`src/rtl/hp48_bus_ctrl.sv`:
```
// hp48_bus_ctrl: bus controller downstream of the Saturn core's command port.
// It holds the PC and DP nibble pointers. Each read or write becomes one
// single-nibble memory transaction with a req/ack handshake. A configurable
// RAM window is decoded against a default ROM region. Protocol faults latch
// a sticky bus_error that only a reset clears.
module hp48_bus_ctrl #(
    parameter int unsigned TIMEOUT = 15
) (
    input  logic        clk,
    input  logic        reset,
    input  logic        cmd_valid,
    input  logic [3:0]  cmd,
    input  logic [19:0] address,
    input  logic [3:0]  nibble_in,
    output logic        cmd_ready,
    output logic [3:0]  nibble_out,
    output logic        nibble_valid,
    output logic        bus_error,
    output logic        mem_req,
    output logic        mem_we,
    output logic        mem_ram_sel,
    output logic [19:0] mem_addr,
    output logic [3:0]  mem_wdata,
    input  logic [3:0]  mem_rdata,
    input  logic        mem_ack
);

    localparam logic [3:0] CMD_NOP       = 4'd0;
    localparam logic [3:0] CMD_PC_READ   = 4'd1;
    localparam logic [3:0] CMD_DP_READ   = 4'd2;
    localparam logic [3:0] CMD_DP_WRITE  = 4'd3;
    localparam logic [3:0] CMD_LOAD_PC   = 4'd4;
    localparam logic [3:0] CMD_LOAD_DP   = 4'd5;
    localparam logic [3:0] CMD_CONFIGURE = 4'd6;
    localparam logic [3:0] CMD_RESET     = 4'd7;

    // The wait counter faults when it is already at TIMEOUT-1 and another
    // cycle passes with no ack. mem_req is then seen high for exactly
    // TIMEOUT cycles.
    localparam logic [7:0] WAIT_LAST = 8'(TIMEOUT - 1);

    typedef enum logic [1:0] {
        IDLE   = 2'd0,
        ACCESS = 2'd1,
        FAULT  = 2'd2
    } state_t;

    state_t      state;
    logic [19:0] pc_ptr;
    logic [19:0] dp_ptr;
    logic [19:0] ram_mask;
    logic [19:0] ram_base;
    logic        cfg_phase;
    logic        ram_cfgd;
    logic        access_pc;
    logic [7:0]  wait_cnt;

    logic        handshake;
    logic [19:0] issue_addr;
    logic        issue_hit;

    assign handshake = cmd_valid & cmd_ready;

    // Address and RAM-window decode for a memory command presented this cycle
    always_comb begin
        issue_addr = (cmd == CMD_PC_READ) ? pc_ptr : dp_ptr;
        issue_hit  = ram_cfgd && ((issue_addr & ram_mask) == ram_base);
    end

    // Controller FSM: command decode, memory handshake, timeout and fault latch
    always_ff @(posedge clk) begin
        if (!reset) begin
            state        <= IDLE;
            pc_ptr       <= '0;
            dp_ptr       <= '0;
            ram_mask     <= '0;
            ram_base     <= '0;
            cfg_phase    <= 1'b0;
            ram_cfgd     <= 1'b0;
            access_pc    <= 1'b0;
            wait_cnt     <= '0;
            cmd_ready    <= 1'b0;
            nibble_out   <= '0;
            nibble_valid <= 1'b0;
            bus_error    <= 1'b0;
            mem_req      <= 1'b0;
            mem_we       <= 1'b0;
            mem_ram_sel  <= 1'b0;
            mem_addr     <= '0;
            mem_wdata    <= '0;
        end else begin
            nibble_valid <= 1'b0;
            case (state)
                IDLE: begin
                    cmd_ready <= 1'b1;
                    if (handshake) begin
                        case (cmd)
                            CMD_NOP: ;
                            CMD_LOAD_PC: pc_ptr <= address;
                            CMD_LOAD_DP: dp_ptr <= address;
                            CMD_CONFIGURE: begin
                                if (!cfg_phase) begin
                                    ram_mask  <= address;
                                    cfg_phase <= 1'b1;
                                end else begin
                                    ram_base  <= address & ram_mask;
                                    ram_cfgd  <= 1'b1;
                                    cfg_phase <= 1'b0;
                                end
                            end
                            CMD_RESET: begin
                                ram_cfgd  <= 1'b0;
                                cfg_phase <= 1'b0;
                            end
                            CMD_PC_READ, CMD_DP_READ: begin
                                mem_req     <= 1'b1;
                                mem_we      <= 1'b0;
                                mem_addr    <= issue_addr;
                                mem_ram_sel <= issue_hit;
                                access_pc   <= (cmd == CMD_PC_READ);
                                wait_cnt    <= '0;
                                cmd_ready   <= 1'b0;
                                state       <= ACCESS;
                            end
                            CMD_DP_WRITE: begin
                                cmd_ready <= 1'b0;
                                if (issue_hit) begin
                                    mem_req     <= 1'b1;
                                    mem_we      <= 1'b1;
                                    mem_addr    <= issue_addr;
                                    mem_wdata   <= nibble_in;
                                    mem_ram_sel <= 1'b1;
                                    access_pc   <= 1'b0;
                                    wait_cnt    <= '0;
                                    state       <= ACCESS;
                                end else begin
                                    // ROM is read-only: refuse without touching the bus
                                    bus_error <= 1'b1;
                                    state     <= FAULT;
                                end
                            end
                            default: begin
                                bus_error <= 1'b1;
                                cmd_ready <= 1'b0;
                                state     <= FAULT;
                            end
                        endcase
                    end
                end
                ACCESS: begin
                    if (mem_ack) begin
                        mem_req   <= 1'b0;
                        cmd_ready <= 1'b1;
                        state     <= IDLE;
                        if (!mem_we) begin
                            nibble_out   <= mem_rdata;
                            nibble_valid <= 1'b1;
                        end
                        if (access_pc) begin
                            pc_ptr <= pc_ptr + 20'd1;
                        end else begin
                            dp_ptr <= dp_ptr + 20'd1;
                        end
                    end else if (wait_cnt == WAIT_LAST) begin
                        mem_req   <= 1'b0;
                        bus_error <= 1'b1;
                        state     <= FAULT;
                    end else begin
                        wait_cnt <= wait_cnt + 8'd1;
                    end
                end
                FAULT: begin
                    cmd_ready <= 1'b0;
                    mem_req   <= 1'b0;
                end
                default: begin
                    cmd_ready <= 1'b0;
                    mem_req   <= 1'b0;
                    bus_error <= 1'b1;
                    state     <= FAULT;
                end
            endcase
        end
    end

endmodule

```
`config.mk`:
```
export PLATFORM = sky130hd
export DESIGN_NAME = hp48_bus_ctrl
export DESIGN_NICKNAME = d
export VERILOG_FILES = /design/src/rtl/hp48_bus_ctrl.sv
export SDC_FILE = /design/constraint.sdc
export NUM_CORES = 1
export LEC_CHECK = 0
export CAP_MARGIN = 25
export CORE_ASPECT_RATIO = 2
export CORE_MARGIN = 1.5
export CORE_UTILIZATION = 57
export CTS_CLUSTER_DIAMETER = 80
export DETAILED_ROUTE_END_ITERATION = 8
export PLACE_DENSITY = 0.8
export SLEW_MARGIN = 20
export SYNTH_ARGS = -nofsm -noshare
export SYNTH_HDL_FRONTEND = slang
export SYNTH_SLANG_ARGS = --single-unit
```
`constraint.sdc`:
```
create_clock -name clk -period 3.5 [get_ports clk]
set_input_delay 0.525 -clock clk [delete_from_list [all_inputs] [get_ports clk]]
set_output_delay 0.525 -clock clk [all_outputs]
set_load 0.05 [all_outputs]
```
==> results of run 1 <==
-- routing by layer --
metal	track usage, %	up-vias	wire [um]
met2	57.38	313	10420
met1	35.58	3198	7600
met4	23.40	0	1445
met5	0	-	0
met3	6.997	102	1049
li1	-	3173	-
-- worst max-delay path: stages --
cell             delay (ps)
clkdlybuf4s50_1         460
nor4b_4                 390
buf_12                  240
buf_12                  160
mux2i_1                 220
xnor2_1                 160
nand4_1                 120
or4_4                   560
o21ai_2                 200
buf_12                  230
mux2i_1                 230
-- how the worst max path moves through the flow --
stage | startpoint | endpoint | slack (ps) | cells after the start
floorplan | cmd[1] | mem_addr[4]$_SDFFE_PN0P_ | 520 | 12
detailed placement | cmd[1] | mem_addr[11]$_SDFFE_PN0P_ | -110 | 11
CTS | cmd[1] | mem_addr[11]$_SDFFE_PN0P_ | 330 | 11
global placement | cmd[1] | mem_addr[14]$_SDFFE_PN0P_ | -2 | 11
finish | cmd[1] | mem_addr[11]$_SDFFE_PN0P_ | 330 | 11
global route | cmd[1] | mem_addr[11]$_SDFFE_PN0P_ | 190 | 11
-- layout make-up --
cell class              count  share of cell area, %
flip-flops and latches    127                  30.87
inverters                   5                 0.2279
well taps                 145                  2.203
clock inverters            12                  2.233
clock buffers              20                  5.545
multi-input cells         664                  47.65
repair buffers             93                  11.27
-- stage by stage --
step                      power [mW]  TNS (ps)  instances  worst slack [ps]
after floorplan                1.604         0        853             522.4
after global placement         1.686    -4.403       1033            -1.591
after detailed placement       1.691     -1872       1033            -114.8
after CTS                      3.589         0       1065             333.9
after global routing           3.671         0       1066             185.9
final                          3.588         0       1066             333.3
-- cells by family (layout without fill, tap and decap cells) --
family,count (synthesis),count (layout),synth area share (%)
AO/OA/AOI/OAI,192,192,17.47
XOR/XNOR,17,17,2.207
adder cells (fa/ha/maj),4,4,0.7420
buffers and inverters,62,130,4.378
flip-flops,127,127,37.69
multiplexers,81,81,12.37
AND/OR/NAND/NOR,370,370,25.13
-- flip-flops by register name (all words and copies together), names as in the netlist --
name,count
wait_cnt,8
mem_we,1
mem_wdata,4
ram_base,20
pc_ptr,20
mem_req,1
ram_cfgd,1
state,2
access_pc,1
dp_ptr,20
ram_mask,20
bus_error,1
cmd_ready,1
mem_addr,20
nibble_valid,1
mem_ram_sel,1
cfg_phase,1
nibble_out,4
-- placed cells by master, fill, tap and decap left out, types with 4 or more instances in the layout --
| cell | instances |
|---|---|
| nor4_1 | 10 |
| ha_1 | 4 |
| o31ai_1 | 13 |
| a21oi_1 | 66 |
| clkinv_4 | 4 |
| o21ai_0 | 47 |
| mux2_2 | 19 |
| clkdlybuf4s50_1 | 68 |
| bufinv_16 | 4 |
| nand2_1 | 158 |
| mux2i_1 | 62 |
| and2_1 | 7 |
| dfxtp_1 | 127 |
| and3_1 | 14 |
| nand3_1 | 48 |
| clkbuf_16 | 17 |
| o22ai_1 | 4 |
| a211oi_1 | 6 |
| buf_4 | 19 |
| xnor2_1 | 17 |
| inv_1 | 4 |
| or3_1 | 4 |
| o211ai_1 | 5 |
| nor2_1 | 83 |
| buf_12 | 5 |
| a22oi_1 | 17 |
| nor3_1 | 9 |
| nand4_1 | 14 |
| nor3b_1 | 4 |
| a31oi_1 | 6 |
-- power groups by stage --
stage | clock network (mW) | registers, mW | logic, mW
floorplan | 0 | 1.50 | 0.0997
global placement | 0 | 1.50 | 0.185
detailed placement | 0 | 1.50 | 0.189
CTS | 1.93 | 1.47 | 0.191
global route | 1.99 | 1.47 | 0.210
finish | 1.92 | 1.47 | 0.196
-- cell usage after synthesis (3+ instances only) --
master | count | share of area, %
nand2_1 | 158 | 8.8
dfxtp_1 | 127 | 38
nor2_1 | 83 | 4.6
a21oi_1 | 67 | 5.0
mux2i_1 | 62 | 9.2
clkbuf_1 | 48 | 2.7
nand3_1 | 48 | 3.6
o21ai_0 | 47 | 3.5
mux2_2 | 19 | 3.2
a22oi_1 | 17 | 1.9
xnor2_1 | 17 | 2.2
and3_1 | 14 | 1.3
nand4_1 | 14 | 1.3
o31ai_1 | 13 | 1.4
nor3_1 | 10 | 0.74
nor4_1 | 10 | 0.93
and2_1 | 7 | 0.65
a211oi_1 | 6 | 0.67
a31oi_1 | 6 | 0.56
inv_1 | 5 | 0.28
o211ai_1 | 5 | 0.56
ha_1 | 4 | 0.74
nor3b_1 | 4 | 0.45
o22ai_1 | 4 | 0.37
or3_1 | 4 | 0.37
a41oi_1 | 3 | 0.39
buf_6 | 3 | 0.50
nand4b_1 | 3 | 0.39
o221ai_1 | 3 | 0.39
o41ai_1 | 3 | 0.39
==> summary.md, run 1 <==
| Metric | Value |
|---|---|
| Status | `complete, no violations` |
| Root Buffer | `clkbuf_16` |
| Hold Fails Final Rpt | `0` |
| Actual slew at the worst max-slew pin | `914.1 ps` |
| Area of the multi-input gates | `3925 um2` |
| Cell area after synthesis | `6745 um2` |
| H-tree depth | `4` |
| Global-route wire length before repair | `32020 um` |
| Port-buffer cells | `69` |
| Pre-antenna DRT Iters | `5` |
| Main flop type after synthesis | `dfxtp_1` |
| Clock Pin Slew Worst Setup and Hold Paths | `60 ps` |
| Final Max Tran Viols | `0` |
| WP data arrival | `3510 ps` |
| Relative slew slack | `38.50%` |
| Clock buffer count from CTS | `17` |
| Via count | `6786` |
| Net Sw Frac | `22.68%` |
| Final hold slack | `460.6 ps` |
| Initial DRC count | `516` |
| Setup-failing EPs final | `0` |
| Number of synthesized flops with an enable pin | `0` |
| Post-CTS sizing | `0` |
| Total grt overflow | `0` |
| Hold path start | `mem_addr[18]$_SDFFE_PN0P_` |
| Comb power frac | `5.5%` |
| Final instance area | `8237 um2` |
| Worst Setup End Kind | `register` |
| Dpl hpwl | `14370 um` |
| Post-Syn Area per Cell | `7.908 um2` |
| CP Launch Type | `primary input` |
| Initial antenna violation count | `0` |
| Starting density of the core | `57.99%` |
| Core ar. | `11630 um2` |
| CTS Hold Bufs | `0` |
| Worst path required time | `3840 ps` |
| Register Area | `2542 um2` |
| Net switching power figure | `0.8138 mW` |
| Hold depth | `2` |
| FMAX | `315.8 MHz` |
| Post-synth ARST share | `0%` |
| DR WL/cell | `19.24 um` |
| Net count after synthesis | `893` |
| Nets | `948` |
| DRC | `0` |
| Leakage | `2.727 nW` |
| Internal power | `2.774 mW` |
| Pwr dens | `435.6 nW/um2` |
| FF-to-FF End | `dp_ptr[18]$_SDFFE_PN0P_` |
| CTS tree | `done` |
| Diodes inserted | `0` |
| Syn. warnings | `0` |
| Clock buffer depth | `2` |
| Worst Skew | `7.948 ps` |
| Die X | `79.92 um` |
| Netlist cell types | `61` |
| Util after Layout | `70.82%` |
| Layout area overhead | `22.11%` |
| Placement Rows | `56` |
| Worst reg-to-reg path cell count | `8` |
| Final Critical Period | `3167 ps` |
| Die height | `156.8 um` |
| Hold Path Sink | `mem_addr[18]$_SDFFE_PN0P_` |
| Clock share of power | `53.5%` |
| Max Cap Viol | `0` |
| GRT Total Usage | `33.49%` |
| Placer congestion estimate | `0.9442` |
| Sequential share of power | `41.0%` |
| RR Startpoint | `dp_ptr[0]$_SDFFE_PN0P_` |
| Worst reg-to-reg setup slack | `420 ps` |
| Crit share post-route | `90.48%` |
| Clock Sinks | `127` |
| Share of cells above drive strength 1 | `9.446%` |
| WL final | `20510 um` |
| Critical-path maximum fanout | `29` |
| Clock Latency Late Sink | `430 ps` |
| Largest net degree at the start of global routing | `84` |
| Dpl cell area | `7570 um2` |
| Filler Cells Inserted | `926` |
| RSZ-0062 raised after global routing | `no` |
| Vias in the first global route | `6566` |
| Post-route ant nets | `0` |
| Via density | `6.366` |
| Crit Path Class | `primary input to register` |
| I/O Pins | `70` |
| Post-CTS Setup Inserts | `0` |
| Sequential cell area fraction in the yosys report | `37.69%` |
| Yosys reg bits | `127` |
| VDD IR-drop max | `0.3616 mV` |
| DIE AREA | `12530 um2` |
| HP Class | `register to register` |
| Mapped Cells | `853` |
Power figures use the tool's default switching activity.
==> inputs of run 2 (changes only) <==
--- a/config.mk
+++ b/config.mk
@@ -11,6 +11,7 @@
 export CORE_UTILIZATION = 57
 export CTS_CLUSTER_DIAMETER = 80
 export DETAILED_ROUTE_END_ITERATION = 8
+export GPL_TIMING_DRIVEN = 0
 export PLACE_DENSITY = 0.8
 export SLEW_MARGIN = 20
 export SYNTH_ARGS = -nofsm -noshare
==> run 2 against run 1 <==
Wire length increased by 7.2%. Count of clock-buffer cells in the layout unchanged. Critical endpoint is now mem_addr[8]$_SDFFE_PN0P_. Largest power group unchanged. Worst hold slack got worse by 22 ps. Register-to-register slack gained 120 ps.
==> summary.md, run 2 (synthesis results as in run 1) <==
| Metric | Value |
|---|---|
| Status | `complete, no violations` |
| Tot Pwr | `3.547 mW` |
| Relative slew slack | `41.68%` |
| Port-buffer cells | `66` |
| Hold Fails Final Rpt | `0` |
| Initial DRC count | `690` |
| WL final | `22000 um` |
| M3 GR Usage | `6.472%` |
| Area of the multi-input gates | `3944 um2` |
| Leakage | `2.726 nW` |
| Clock buffer depth | `2` |
| Diodes inserted | `0` |
| DR WL/cell | `19.91 um` |
| Worst Setup End Kind | `register` |
| Grt met1 use | `38.19%` |
| Final Critical Period | `3444 ps` |
| Clock buffer count from CTS | `17` |
| Internal power | `2.717 mW` |
| CP Launch Type | `primary input` |
| Register Area | `2542 um2` |
| Commonest non-fill, non-tap cell in the layout | `nand2_1` |
| H-tree depth | `4` |
| Setup slack at placement | `-662.2 ps` |
| Net switching power figure | `0.8307 mW` |
| CTS Hold Bufs | `0` |
| Placement Rows | `56` |
| I/O Pins | `70` |
| Via count | `6977` |
| Comb power frac | `6.0%` |
| Vias in the first global route | `6696` |
| FMAX | `290.4 MHz` |
| Clock Pin Slew Worst Setup and Hold Paths | `60 ps` |
| Crit Path Class | `primary input to register` |
| Largest net degree at the start of global routing | `17` |
| Max Cap Viol | `0` |
| Die X | `79.92 um` |
| Top Usage Layer GRT | `met2` |
| VDD IR-drop max | `0.4048 mV` |
| Global-route wire length before repair | `33880 um` |
| Net Sw Frac | `23.42%` |
| Nets | `987` |
| Die height | `156.8 um` |
| Initial antenna violation count | `0` |
| Layout area overhead | `23.32%` |
| Crit share post-route | `98.39%` |
| DRC | `0` |
| Via density | `6.314` |
| DIE AREA | `12530 um2` |
| Setup-failing EPs final | `0` |
| Final Max Tran Viols | `0` |
| Pre-antenna DRT Iters | `5` |
| Dpl hpwl | `16150 um` |
| Pwr dens | `426.5 nW/um2` |
| CTS tree | `done` |
| Fin Setup TNS | `0 ps` |
| Sequential share of power | `41.3%` |
| Critical-path maximum fanout | `10` |
| Met2 Use GR | `60.66%` |
| Placer congestion estimate | `0.9531` |
| Worst Skew | `8.673 ps` |
| Actual slew at the worst max-slew pin | `874.8 ps` |
| GRT Total Usage | `36.03%` |
| Most frequent cells in the layout | `158 x nand2_1, 127 x dfxtp_1, 83 x nor2_1` |
| Starting density of the core | `57.99%` |
| WP data arrival | `3790 ps` |
| Clock Latency Late Sink | `430 ps` |
| Share of cells above drive strength 1 | `8.229%` |
| Core ar. | `11630 um2` |
| Filler Cells Inserted | `962` |
| Post-route ant nets | `0` |
| Clock Sinks | `127` |
| Clock share of power | `52.7%` |
| HP Class | `primary input to register` |
| Root Buffer | `clkbuf_16` |
| Total grt overflow | `0` |
| Min setup slack post-route | `56.39 ps` |
| Worst path required time | `3850 ps` |
==> run 2: power by group through the flow <==
| stage | registers (mW) | clock network (mW) | logic [mW] |
|---|---|---|---|
| after floorplan | 1.50 | 0 | 0.0997 |
| after global placement | 1.50 | 0 | 0.201 |
| after detailed placement | 1.50 | 0 | 0.202 |
| after CTS | 1.47 | 1.87 | 0.206 |
| after global routing | 1.47 | 1.93 | 0.222 |
| final | 1.47 | 1.87 | 0.211 |
==> run 2: cell type report <==
class,count,area share (%)
clock inverter,12,1.925
inverter,5,0.2256
buffer,57,3.324
sequential,127,30.57
clock buffer,20,5.611
timing repair buffer,75,8.755
tap,145,2.181
multi-input combinational,664,47.41
==> run 2: timing repair <==
item                       CTS  global route
gates resized for setup      2             3
buffers inserted             4             5
pin swaps                    2             1
setup endpoints to repair   32            26
==> run 2: final timing paths <==
kind	startpoint	depth (start not counted)	slack (ps)	end
worst min register to register	mem_addr[9]$_SDFFE_PN0P_	2	450	mem_addr[9]$_SDFFE_PN0P_
worst max register to register	wait_cnt[4]$_SDFFE_PN0P_	9	540	mem_addr[8]$_SDFFE_PN0P_
worst max-delay path	cmd[3]	12	60	mem_addr[8]$_SDFFE_PN0P_
worst min-delay path	cmd[0]	2	440	ram_cfgd$_SDFFE_PN0P_
==> run 2: stage by stage <==
step | area, um2 | hold slack (ps) | std cells | util (%)
after CTS | 8250 | 429.1 | 1100 | 70.93
after detailed placement | 7587 | 449.7 | 1064 | 65.23
final | 8318 | 438.4 | 1105 | 71.51
after global placement | 7587 | 440.6 | 1064 | 65.23
after global routing | 8318 | 464.5 | 1105 | 71.51
after floorplan | 6745 | 440.2 | 853 | -
==> run 2: worst max-delay path, stage by stage <==
cell             delay (ps)
clkdlybuf4s50_1         500
nor4b_4                 340
buf_6                   170
buf_4                   210
mux2i_2                 280
xnor2_1                 200
o211ai_1                330
or3b_4                  520
o21ai_4                 170
buf_6                   180
buf_12                  150
mux2i_1                 200
==> run 2: routing by layer <==
layer  vias up  share of wire, %
li1       3249                 -
met1      3246                35
met2       364                50
met3       118               7.1
met4         0               8.0
met5         -                 0
==> RTL edit: new RTL, flow settings as in run 2 <==
Make the reset (`reset`) asynchronous in one clocked block.
--- a/src/rtl/hp48_bus_ctrl.sv
+++ b/src/rtl/hp48_bus_ctrl.sv
@@ -69,5 +69,5 @@
 
     // Controller FSM: command decode, memory handshake, timeout and fault latch
-    always_ff @(posedge clk) begin
+    always_ff @(posedge clk or negedge reset) begin
         if (!reset) begin
             state        <= IDLE;
Check against the original RTL: differs if reset is asserted again (counterexample within 4 cycles, from zero or initial values and one cycle with reset low); with reset held inactive, the same outputs for 4 cycles.
==> RTL edit against run 2 <==
Cell area about the same; routed wire length increased by 1.3%; worst hold slack got worse by 0.40 ns; cell count decreased by 13%; sequential cell count unchanged; via count decreased by 12%; synthesized cell count decreased by 17%; synthesized area decreased by 1.4%; core utilization increased by 1.8 points; setup slack improved by 0.038 ns.
Power is not compared: it rests on default switching activity, and its combinational part moved more than twofold at a synthesized area within 25%.
==> RTL edit: results (changes against run 2) <==
POST_CTS.REPAIR.SETUP_BUFFERS=8  # +4
LAYOUTNONFILLERINSTCOUNT=959  # -13%
ENDPOINT_ARRIVAL_TIME_ON_THE_CRITICAL_PATH_NS=3.70  # -0.09 ns
PIN_COUNT_OF_THE_BIGGEST_NET_ENTERING_GLOBAL_ROUTING=82  # +65
CTS-RESIZED-GATES=12  # +10
SYNTH.MUX.AREA_FRACTION_PCT=12.5  # +0.16 points
PERIOD_SHARE_PCT=97.3  # -1.1 points
FINAL.HOLD.WORST_SLACK_NS=0.0348  # -0.404 ns
BUFFER_SHARE_OF_CELL_AREA_PCT=11.8  # -0.26 points
HPWL_MM=15.9  # -1.7%
FLOORPLAN.DIE.WIDTH_UM=79.4  # -0.70%
SYNTH_TOP_CELLS_BY_AREA='sky130_fd_sc_hd__dfrtp_1, sky130_fd_sc_hd__mux2_2, sky130_fd_sc_hd__nand2_1'
OUTCOME='finished, final reports clean'
MULTI_INPUT_GATE_SHARE_OF_THE_LAYOUT_CELL_AREA_PCT=39.4  # -8.0 points
NETLIST-CELL-TYPE-COUNT=56  # -8.2%
SYNTH_COMPOUND_AREA_SHARE_PCT=16.9  # -0.53 points
CLOCK_TREE_AREA_FRACTION_PCT=7.46  # -0.076 points
FINAL_NET_COUNT=844  # -14%
YOSYSSEQAREASHARE_PCT=47.8  # +10 points
LAYOUT.FILLER_CELLS=842  # -12%
PLACEDINSTANCEAREA_UM2=7520  # -0.82%
BUFFERS=115  # -13%
PRE_CTS_SLACK_NS=-1.15  # -0.489 ns
AVGSYNTHCELLAREA_UM2=9.40  # +19%
WL_PER_CELL_UM=23.2  # +17%
WORST_PIN_SLEW_NS=0.912  # +0.0369 ns
RTL edit: cell types whose count changed after synthesis, sizes merged, moves of 15 or more:
| cell | delta |
|---|---|
| o22ai | +15 |
| dfxtp | -127 |
| clkbuf | -23 |
| mux2 | +39 |
| nand2 | -44 |
| a22oi | -17 |
| mux2i | -44 |
| nor2 | -46 |
| dfrtp | +127 |
| nand3 | -28 |
| inv | +17 |
| o21ai | +16 |
RTL edit: path summary, 6_finish.rpt:
check,from,to,depth (start not counted)
min in group clk,cmd[1],ram_cfgd,2
worst min register to register,mem_addr[14],mem_addr[14],1
worst max-delay path,cmd[3],mem_addr[15],13
worst min-delay path,reset,wait_cnt[2],1
max in group asynchronous,reset,pc_ptr[10],2
worst max register to register,state[1],ram_mask[14],7
RTL edit: routing by layer:
metal | routed length [um] | vias up
li1 | - | 2724
met5 | 0 | -
met2 | 11900 | 298
met1 | 7660 | 3033
met4 | 1560 | 0
met3 | 1150 | 91
